<file path="src/rtl/fiber_access_phase_ctrl.sv">
// Phase sequencer for a fiber-access tile: forwards the write stream, then a gap, then the read stream.
// Only one of the write and read phases of a fiber is open at a time. Tiles repeat, and cycle counters are kept.
module fiber_access_phase_ctrl #(
    parameter int unsigned                DATA_WIDTH = 17,
    parameter logic [DATA_WIDTH-1:0]      DONE_TOKEN = 17'h10100,
    parameter int unsigned                CNT_WIDTH  = 32,
    parameter int unsigned                GAP_WIDTH  = 8
) (
    input  logic                  clk,
    input  logic                  flush,
    input  logic                  clk_en,
    input  logic [GAP_WIDTH-1:0]  cfg_gap_cycles,
    input  logic [7:0]            cfg_num_tiles,
    input  logic [DATA_WIDTH-1:0] wr_in,
    input  logic                  wr_in_valid,
    output logic                  wr_in_ready,
    output logic [DATA_WIDTH-1:0] wr_out,
    output logic                  wr_out_valid,
    input  logic                  wr_out_ready,
    input  logic [DATA_WIDTH-1:0] rd_pos_in,
    input  logic                  rd_pos_in_valid,
    output logic                  rd_pos_in_ready,
    output logic [DATA_WIDTH-1:0] rd_pos_out,
    output logic                  rd_pos_out_valid,
    input  logic                  rd_pos_out_ready,
    input  logic [DATA_WIDTH-1:0] mon_coord,
    input  logic                  mon_coord_valid,
    input  logic                  mon_coord_ready,
    output logic [2:0]            state,
    output logic [7:0]            tile_idx,
    output logic                  tile_done,
    output logic                  all_done,
    output logic [CNT_WIDTH-1:0]  write_cycles,
    output logic [CNT_WIDTH-1:0]  read_cycles
);

    localparam logic [2:0] ST_IDLE  = 3'd0;
    localparam logic [2:0] ST_WRITE = 3'd1;
    localparam logic [2:0] ST_GAP   = 3'd2;
    localparam logic [2:0] ST_READ  = 3'd3;
    localparam logic [2:0] ST_DONE  = 3'd4;

    logic [GAP_WIDTH-1:0] gap_cnt;
    logic                 wr_open;
    logic                 rd_open;
    logic                 wr_hs;
    logic                 mon_hs;
    logic [7:0]           num_tiles_eff;
    logic [8:0]           next_idx;
    logic                 last_tile;

    // Streams are pure wires: a transfer happens when valid and ready are both
    // high in the same cycle, and the gate only masks valid/ready by phase.
    assign wr_open          = (state == ST_IDLE) || (state == ST_WRITE);
    assign rd_open          = (state == ST_READ);
    assign wr_out           = wr_in;
    assign wr_out_valid     = wr_in_valid & wr_open;
    assign wr_in_ready      = wr_out_ready & wr_open;
    assign rd_pos_out       = rd_pos_in;
    assign rd_pos_out_valid = rd_pos_in_valid & rd_open;
    assign rd_pos_in_ready  = rd_pos_out_ready & rd_open;

    assign wr_hs         = wr_in_valid & wr_in_ready;
    assign mon_hs        = mon_coord_valid & mon_coord_ready;
    assign num_tiles_eff = (cfg_num_tiles == 8'd0) ? 8'd1 : cfg_num_tiles;
    assign next_idx      = {1'b0, tile_idx} + 9'd1;
    assign last_tile     = next_idx >= {1'b0, num_tiles_eff};
    assign all_done      = (state == ST_DONE);

    always_ff @(posedge clk) begin
        if (flush) begin
            state        <= ST_IDLE;
            tile_idx     <= 8'd0;
            tile_done    <= 1'b0;
            gap_cnt      <= '0;
            write_cycles <= '0;
            read_cycles  <= '0;
        end else if (clk_en) begin
            tile_done <= 1'b0;
            case (state)
                ST_IDLE: begin
                    // A done token accepted here only opens the phase; it never closes it.
                    if (wr_in_valid) state <= ST_WRITE;
                end
                ST_WRITE: begin
                    if (wr_hs && (wr_in == DONE_TOKEN)) begin
                        state   <= ST_GAP;
                        gap_cnt <= cfg_gap_cycles;
                    end
                end
                ST_GAP: begin
                    if (gap_cnt != '0) gap_cnt <= gap_cnt - 1'b1;
                    else if (rd_pos_in_valid) state <= ST_READ;
                end
                ST_READ: begin
                    if (mon_hs && (mon_coord == DONE_TOKEN)) begin
                        tile_done <= 1'b1;
                        if (last_tile) begin
                            state <= ST_DONE;
                        end else begin
                            state    <= ST_IDLE;
                            tile_idx <= next_idx[7:0];
                        end
                    end
                end
                ST_DONE: state <= ST_DONE;
                default: state <= ST_IDLE;
            endcase

            // Counters saturate so long runs read as "at least this many".
            if ((state == ST_WRITE) && (write_cycles != {CNT_WIDTH{1'b1}}))
                write_cycles <= write_cycles + 1'b1;
            if ((state == ST_READ) && (read_cycles != {CNT_WIDTH{1'b1}}))
                read_cycles <= read_cycles + 1'b1;
        end
    end

endmodule

</file>
<file path="config.mk">
export PLATFORM = sky130hd
export DESIGN_NAME = fiber_access_phase_ctrl
export DESIGN_NICKNAME = d
export VERILOG_FILES = /design/src/rtl/fiber_access_phase_ctrl.sv
export SDC_FILE = /design/constraint.sdc
export NUM_CORES = 1
export LEC_CHECK = 0
export CAP_MARGIN = 20
export CORE_UTILIZATION = 41
export DETAILED_ROUTE_END_ITERATION = 10
export PLACE_DENSITY_LB_ADDON = 0.2
export SLEW_MARGIN = 30
export SYNTH_ARGS = -nofsm -noshare
export SYNTH_HDL_FRONTEND = slang
export SYNTH_SLANG_ARGS = --single-unit
</file>
<file path="constraint.sdc">
create_clock -name clk -period 2.84 [get_ports clk]
set_input_delay 0.568 -clock clk [delete_from_list [all_inputs] [get_ports clk]]
set_output_delay 0.568 -clock clk [all_outputs]
set_load 0.05 [all_outputs]
</file>
==> impl_metrics.json, run 1 <==
{
  "status": "finished, final reports clean",
  "period_minus_slack_ns": 2.73,
  "fmax_ghz": 0.366,
  "syn-cell-area_sq_um": 5180,
  "postCtsSetupBuffers": 0,
  "dp_hpwl_mm": 10.3,
  "required_ns": 3.07,
  "fp.dieH_um": 114,
  "crit_arrival_ns": 2.96,
  "vias_per_cell": 5.55,
  "min_path_type": "flop to flop",
  "grt_max_degree": 43,
  "synth_nets": 730,
  "numCtsBuffers": 9,
  "syn_inst": 641,
  "start_util_pct": 42.6,
  "finalWeightedCongestion": 0.868,
  "drt_iter0_drc": 334,
  "pre_cts_slack_ns": -0.298,
  "postLayoutSetupSlackWorst_ns": 0.110,
  "setup_viol": 0,
  "clkLatencyLatePin_ns": 0.34,
  "maxSlewHeadroom_pct": 46.2,
  "wl_mm": 14.0,
  "p_leak_nw": 2.40,
  "synth_edf_count": 0,
  "startpoint_type": "flop",
  "htreeDepth": 3,
  "drtAntennaViolNets": 0,
  "period_share_pct": 96.1,
  "fin_util_pct": 58.3,
  "drcViolationCount": 0,
  "rows": 40,
  "worst_pin_slew_ns": 0.807,
  "first_pass_iters": 4,
  "synth_seq_cells": 84,
  "rsz0062_at_grt": "yes",
  "grt_pass1_vias": 4715,
  "die_area_sq_um": 13100,
  "drive_gt1_share_pct": 12.4,
  "core_sq_um": 12200,
  "ir_drop_mv": 0.242,
  "hold_violations": 0,
  "portBuffers": 156,
  "syn_avg_cell_area_sq_um": 8.09,
  "cts_tree": "done",
  "cts.sinks": 84,
  "path_max_fanout": 8,
  "synth_cell_type_count": 65,
  "grt-ovfl-total": 0,
  "diodes": 0,
  "fin_hold_ws_ns": 0.465,
  "yosys_warnings": 0,
  "synth_ff_type": "dfxtp_1",
  "ys_seq_area_share_pct": 32.4,
  "clockBufferDepth": 2,
  "clkSlewWorstSetupHoldPaths_ns": 0.06,
  "worst-setup-path-type": "flop to flop",
  "wl_per_cell_um": 15.0,
  "antenna_found_initial": 0,
  "finalNetCount": 852,
  "cts_root_buffer": "clkbuf_16",
  "grt_pass1_wl_mm": 23.0,
  "power.density_nw_per_um2": 382,
  "skew_ns": 0.00752,
  "vias": 5193,
  "die_x_um": 114,
  "io_pins": 191,
  "syn_to_final_growth_pct": 36.8,
  "maxCapViolations": 0,
  "synthArstFlopShare_pct": 0,
  "crit_path_end_kind": "flop",
  "grt_use_total_pct": 21.8,
  "drv_slew": 0
}
## placed cells by master, fill, tap and decap left out, drive strengths merged, types with 10 or more instances in the layout
cell,count
clkdlybuf4s50,150
dfxtp,84
a21oi,68
nor2,48
o21ai,43
or3,38
nand2,28
nand3,25
buf,24
nand4,22
inv,20
or4,17
nor4,15
ha,13
o31ai,13
clkbuf,13
or2,12
nor2b,11
xor2,10
nor3,10
## cell usage after synthesis (13+ instances only)
cell type / number / area [sq um]
clkbuf_1: 21 / 78.8
nor2_1: 48 / 180
o21ai_0: 43 / 215
nor4_1: 13 / 81.3
buf_4: 36 / 270
nand2_1: 28 / 105
or3_1: 37 / 231
nand3_1: 25 / 125
a21oi_1: 68 / 340
ha_1: 13 / 163
nand4_1: 20 / 125
inv_1: 20 / 75.1
dfxtp_1: 84 / 1680
## critical path: stages, from the launching register on
cell	delay, ns
dfxtp_4	0.37
nand3_1	0.10
or2_2	0.34
nor2_1	0.15
xor2_1	0.09
ha_1	0.30
o211ai_1	0.16
or2_2	0.36
o22ai_4	0.22
and4bb_2	0.27
mux2_2	0.27
## flip-flops by register name, summed over array words and instances, names as in the netlist
register and flops:
gap_cnt 8, read_cycles 32, state 3, tile_done 1
tile_idx 8, write_cycles 32
## routing by layer
metal | up-vias | part of all wire, % | GRT usage (%)
met2 | 127 | 49 | 37.9
li1 | 2592 | - | -
met5 | - | 0 | 0
met1 | 2453 | 45 | 27.0
met3 | 21 | 4.7 | 4.71
met4 | 0 | 1.4 | 6.15
## cell families (layout without fill, tap and decap cells)
family	Yosys count	in the layout	share of synthesized area, %
buffers and inverters	83	210	8.88
xor gates and xnor gates	17	17	2.87
AOI/OAI and AO/OA	153	153	17.5
DFF	84	84	32.4
muxes	14	14	2.92
and+or+nand+nor	277	277	32.3
adders and majority gates	13	13	3.14
## power breakdown
group	total, mW	leakage [nW]	internal (mW)	switching [mW]
sequential	1.18	0.680	1.18	0.00669
clock	1.27	0.167	0.804	0.471
combinational	0.249	1.55	0.122	0.127
## final cells by class
class	count	area, sq um
inverters	20	75.1
flip-flops and latches	84	1700
repair buffers	174	1690
multi-input cells	474	3090
well taps	168	210
fillers	1133	5070
clock inverters	3	40.0
clock buffers	13	292
## what timing repair did
item                       CTS  global route
setup endpoints to repair    0             5
hold buffers                 0             0
gates resized for setup      0             6
## through the flow
| step | instances | TNS, ns | power [mW] | instance area, sq um |
|---|---|---|---|---|
| after floorplan | 641 | 0 | 1.41 | 5200 |
| after global placement | 920 | -0.920 | 1.46 | 6730 |
| after detailed placement | 920 | -1.79 | 1.46 | 6730 |
| after CTS | 936 | 0 | 2.73 | 7060 |
| after global routing | 936 | -0.0678 | 2.80 | 7090 |
| final | 936 | 0 | 2.71 | 7090 |
## worst paths after layout
path | cells past startpoint | slack, ns | start | endpoint
min reg2reg | 2 | 0.47 | tile_done$_SDFFE_PP0P_ | tile_done$_SDFFE_PP0P_
max reg2reg | 10 | 0.11 | tile_idx[2]$_SDFFE_PP0P_ | tile_idx[7]$_SDFFE_PP0P_
max | 10 | 0.11 | tile_idx[2]$_SDFFE_PP0P_ | tile_idx[7]$_SDFFE_PP0P_
min | 2 | 0.47 | tile_done$_SDFFE_PP0P_ | tile_done$_SDFFE_PP0P_
Power figures use the tool's default switching activity.
==> inputs of run 2 (changes only) <==
--- a/config.mk
+++ b/config.mk
@@ -6,6 +6,7 @@
 export NUM_CORES = 1
 export LEC_CHECK = 0
 export CAP_MARGIN = 20
+export CORE_MARGIN = 2
 export CORE_UTILIZATION = 41
 export DETAILED_ROUTE_END_ITERATION = 10
 export PLACE_DENSITY_LB_ADDON = 0.2
==> run 2 against run 1 <==
Effect of this change: worst hold slack worse by 0.0067 ns; sequential share of layout area rose by 0.13 points; sequential cell count unchanged; maximum frequency fell by 0.52%; utilization is 1.8 points lower; clock power fell by 10%; count of clock-buffer cells in the layout is the same; first-iteration DRC count decreased by 12%; die area grew 3.5%; combinational power about the same; routed wire length decreased by 1.6%; final cell count up 0.53%.
==> impl_metrics.json, run 2 (synthesized netlist as in run 1, its figures left out) <==
{
  "core_sq_um": 12500,
  "grt_pass1_vias": 4793,
  "n_fill_cell": 1129,
  "grt_use_total_pct": 20.5,
  "required_ns": 3.07,
  "drive_gt1_share_pct": 11.8,
  "crit_slowest_cell": "dfxtp_4",
  "drtAntennaViolNets": 0,
  "crit_chain": "ha_1 -> nand3_1 -> nor2_1 -> xor2_1 -> ha_1 -> a21oi_1 -> o22ai_1 -> or2_2 -> nor3_1 -> mux2_2",
  "power.density_nw_per_um2": 366,
  "worst_pin_slew_ns": 0.700,
  "crit_path_end_kind": "flop",
  "wl_per_cell_um": 14.7,
  "diodes": 0,
  "numCtsBuffers": 9,
  "start_util_pct": 41.6,
  "fin_hold_ws_ns": 0.459,
  "cp-endpoint": "tile_idx[0]$_SDFFE_PP0P_",
  "cts_tree": "done",
  "vias_per_cell": 5.50,
  "setup_viol": 0,
  "syn_to_final_growth_pct": 35.8,
  "top_regs": "read_cycles (32), write_cycles (32)",
  "reg2reg_depth": 10,
  "r2r_slack_ns": 0.1,
  "status": "finished, final reports clean",
  "clkLatencyLatePin_ns": 0.34,
  "drt_iter0_drc": 295,
  "fmax_ghz": 0.364,
  "path_max_fanout": 6,
  "r2r_end": "tile_idx[0]$_SDFFE_PP0P_",
  "skew_ns": 0.00397,
  "maxSlewHeadroom_pct": 53.3,
  "p_int_mw": 1.98,
  "placed_area_sq_um": 6750,
  "grt_max_degree": 54,
  "cts.repair.resized": 0,
  "antenna_found_initial": 0,
  "period_minus_slack_ns": 2.74,
  "die_x_um": 116,
  "final_area_sq_um": 7040,
  "fp.dieH_um": 116,
  "p_leak_nw": 2.39,
  "first_pass_iters": 4,
  "postLayoutSetupSlackWorst_ns": 0.0954,
  "seq_power_share_pct": 45.9,
  "dp_hpwl_mm": 10.3,
  "grt-ovfl-total": 0,
  "cp-startpoint": "tile_idx[0]$_SDFFE_PP0P_",
  "ir_drop_mv": 0.314,
  "holdPathStages": 2,
  "timing.rr.start": "tile_idx[0]$_SDFFE_PP0P_",
  "hold_violations": 0,
  "postCtsSetupBuffers": 0,
  "period_share_pct": 96.6,
  "rsz0062_at_grt": "yes",
  "slowest_delay_ns": 0.38,
  "clockBufferDepth": 2,
  "rows": 41,
  "netSwitchingFraction_pct": 22.9,
  "min_path_type": "flop to flop",
  "drv_slew": 0,
  "vias": 5171,
  "drcViolationCount": 0,
  "finalWeightedCongestion": 0.814,
  "htreeDepth": 3,
  "clkSlewWorstSetupHoldPaths_ns": 0.06,
  "cts_root_buffer": "clkbuf_16",
  "pre_cts_slack_ns": -0.269,
  "worst-setup-path-type": "flop to flop",
  "p_switching_mw": 0.589,
  "die_area_sq_um": 13600,
  "maxCapViolations": 0,
  "final_cell_mix": "clkdlybuf4s50_1 (150), dfxtp_1 (79), a21oi_1 (68)",
  "layout_commonest_cell": "clkdlybuf4s50_1",
  "wl_mm": 13.8,
  "pwr-share-clk_pct": 44.3,
  "portBuffers": 156,
  "cts.sinks": 84,
  "grt_pass1_wl_mm": 22.5,
  "combPwrFrac_pct": 9.8,
  "crit_top_cell": "ha_1",
  "crit_arrival_ns": 2.97,
  "io_pins": 191,
  "startpoint_type": "flop",
  "finalNetCount": 855
}
==> run 2: cell count changes in the layout (fill, tap and decap cells not counted), sizes merged <==
cell,before,now
buf,24,27
bufinv,1,0
clkinv,2,1
==> run 2: metrics by stage <==
stage / TNS [ns] / total power [mW] / utilization [%] / instances
after CTS: 0 / 2.60 / 56.5 / 941
after floorplan: 0 / 1.41 / - / 641
after global routing: -0.163 / 2.66 / 56.5 / 941
after detailed placement: -1.75 / 1.46 / 54.2 / 927
final: 0 / 2.57 / 56.5 / 941
after global placement: -0.962 / 1.46 / 54.2 / 927
==> run 2: critical path: cells and delay by family, from the launching register on <==
| family | cells | cell delay (ns) |
|---|---|---|
| adder cells (fa/ha/maj) | 2 | 0.47 |
| XOR/XNOR | 1 | 0.17 |
| multiplexers | 1 | 0.37 |
| AO/OA/AOI/OAI | 2 | 0.37 |
| AND/OR/NAND/NOR | 4 | 0.88 |
| flip-flops | 1 | 0.38 |
==> run 2: worst min path at each step <==
stage / start / to / slack, ns
floorplan: gap_cnt[5]$_SDFFE_PP0P_ / gap_cnt[5]$_SDFFE_PP0P_ / 0.45
global placement: tile_done$_SDFFE_PP0P_ / tile_done$_SDFFE_PP0P_ / 0.45
detailed placement: tile_done$_SDFFE_PP0P_ / tile_done$_SDFFE_PP0P_ / 0.46
CTS: tile_done$_SDFFE_PP0P_ / tile_done$_SDFFE_PP0P_ / 0.46
global route: tile_done$_SDFFE_PP0P_ / tile_done$_SDFFE_PP0P_ / 0.50
finish: tile_done$_SDFFE_PP0P_ / tile_done$_SDFFE_PP0P_ / 0.46
==> run 2: power by group through the flow <==
stage | clock network, mW | registers (mW) | logic, mW
2_1_floorplan | 0 | 1.22 | 0.190
3_3_place_gp | 0 | 1.21 | 0.249
3_5_place_dp | 0 | 1.21 | 0.252
4_1_cts | 1.17 | 1.18 | 0.253
5_1_grt | 1.21 | 1.18 | 0.268
6_report | 1.14 | 1.18 | 0.252
==> run 2: what timing repair did <==
action,4_1_cts,5_1_grt
endpoints found under the setup margin,0,5
hold buffers,0,0
endpoints found under the hold margin,0,0
==> run 2: routing by layer <==
layer	up-vias	track usage [%]	part of all wire [%]
li1	2596	-	-
met1	2440	25.8	45
met2	118	34.1	48
met3	17	5.66	5.0
met4	0	6.35	1.3
met5	-	0	0
==> run 2: final cells by class <==
cell class,count,area [sq um],area share (%)
well taps,172,215,3.06
repair buffers,177,1710,24.3
flip-flops and latches,84,1690,24.0
inverters,20,75.1,1.07
clock inverters,1,5.00,0.0711
clock buffers,13,282,4.00
multi-input cells,474,3060,43.4
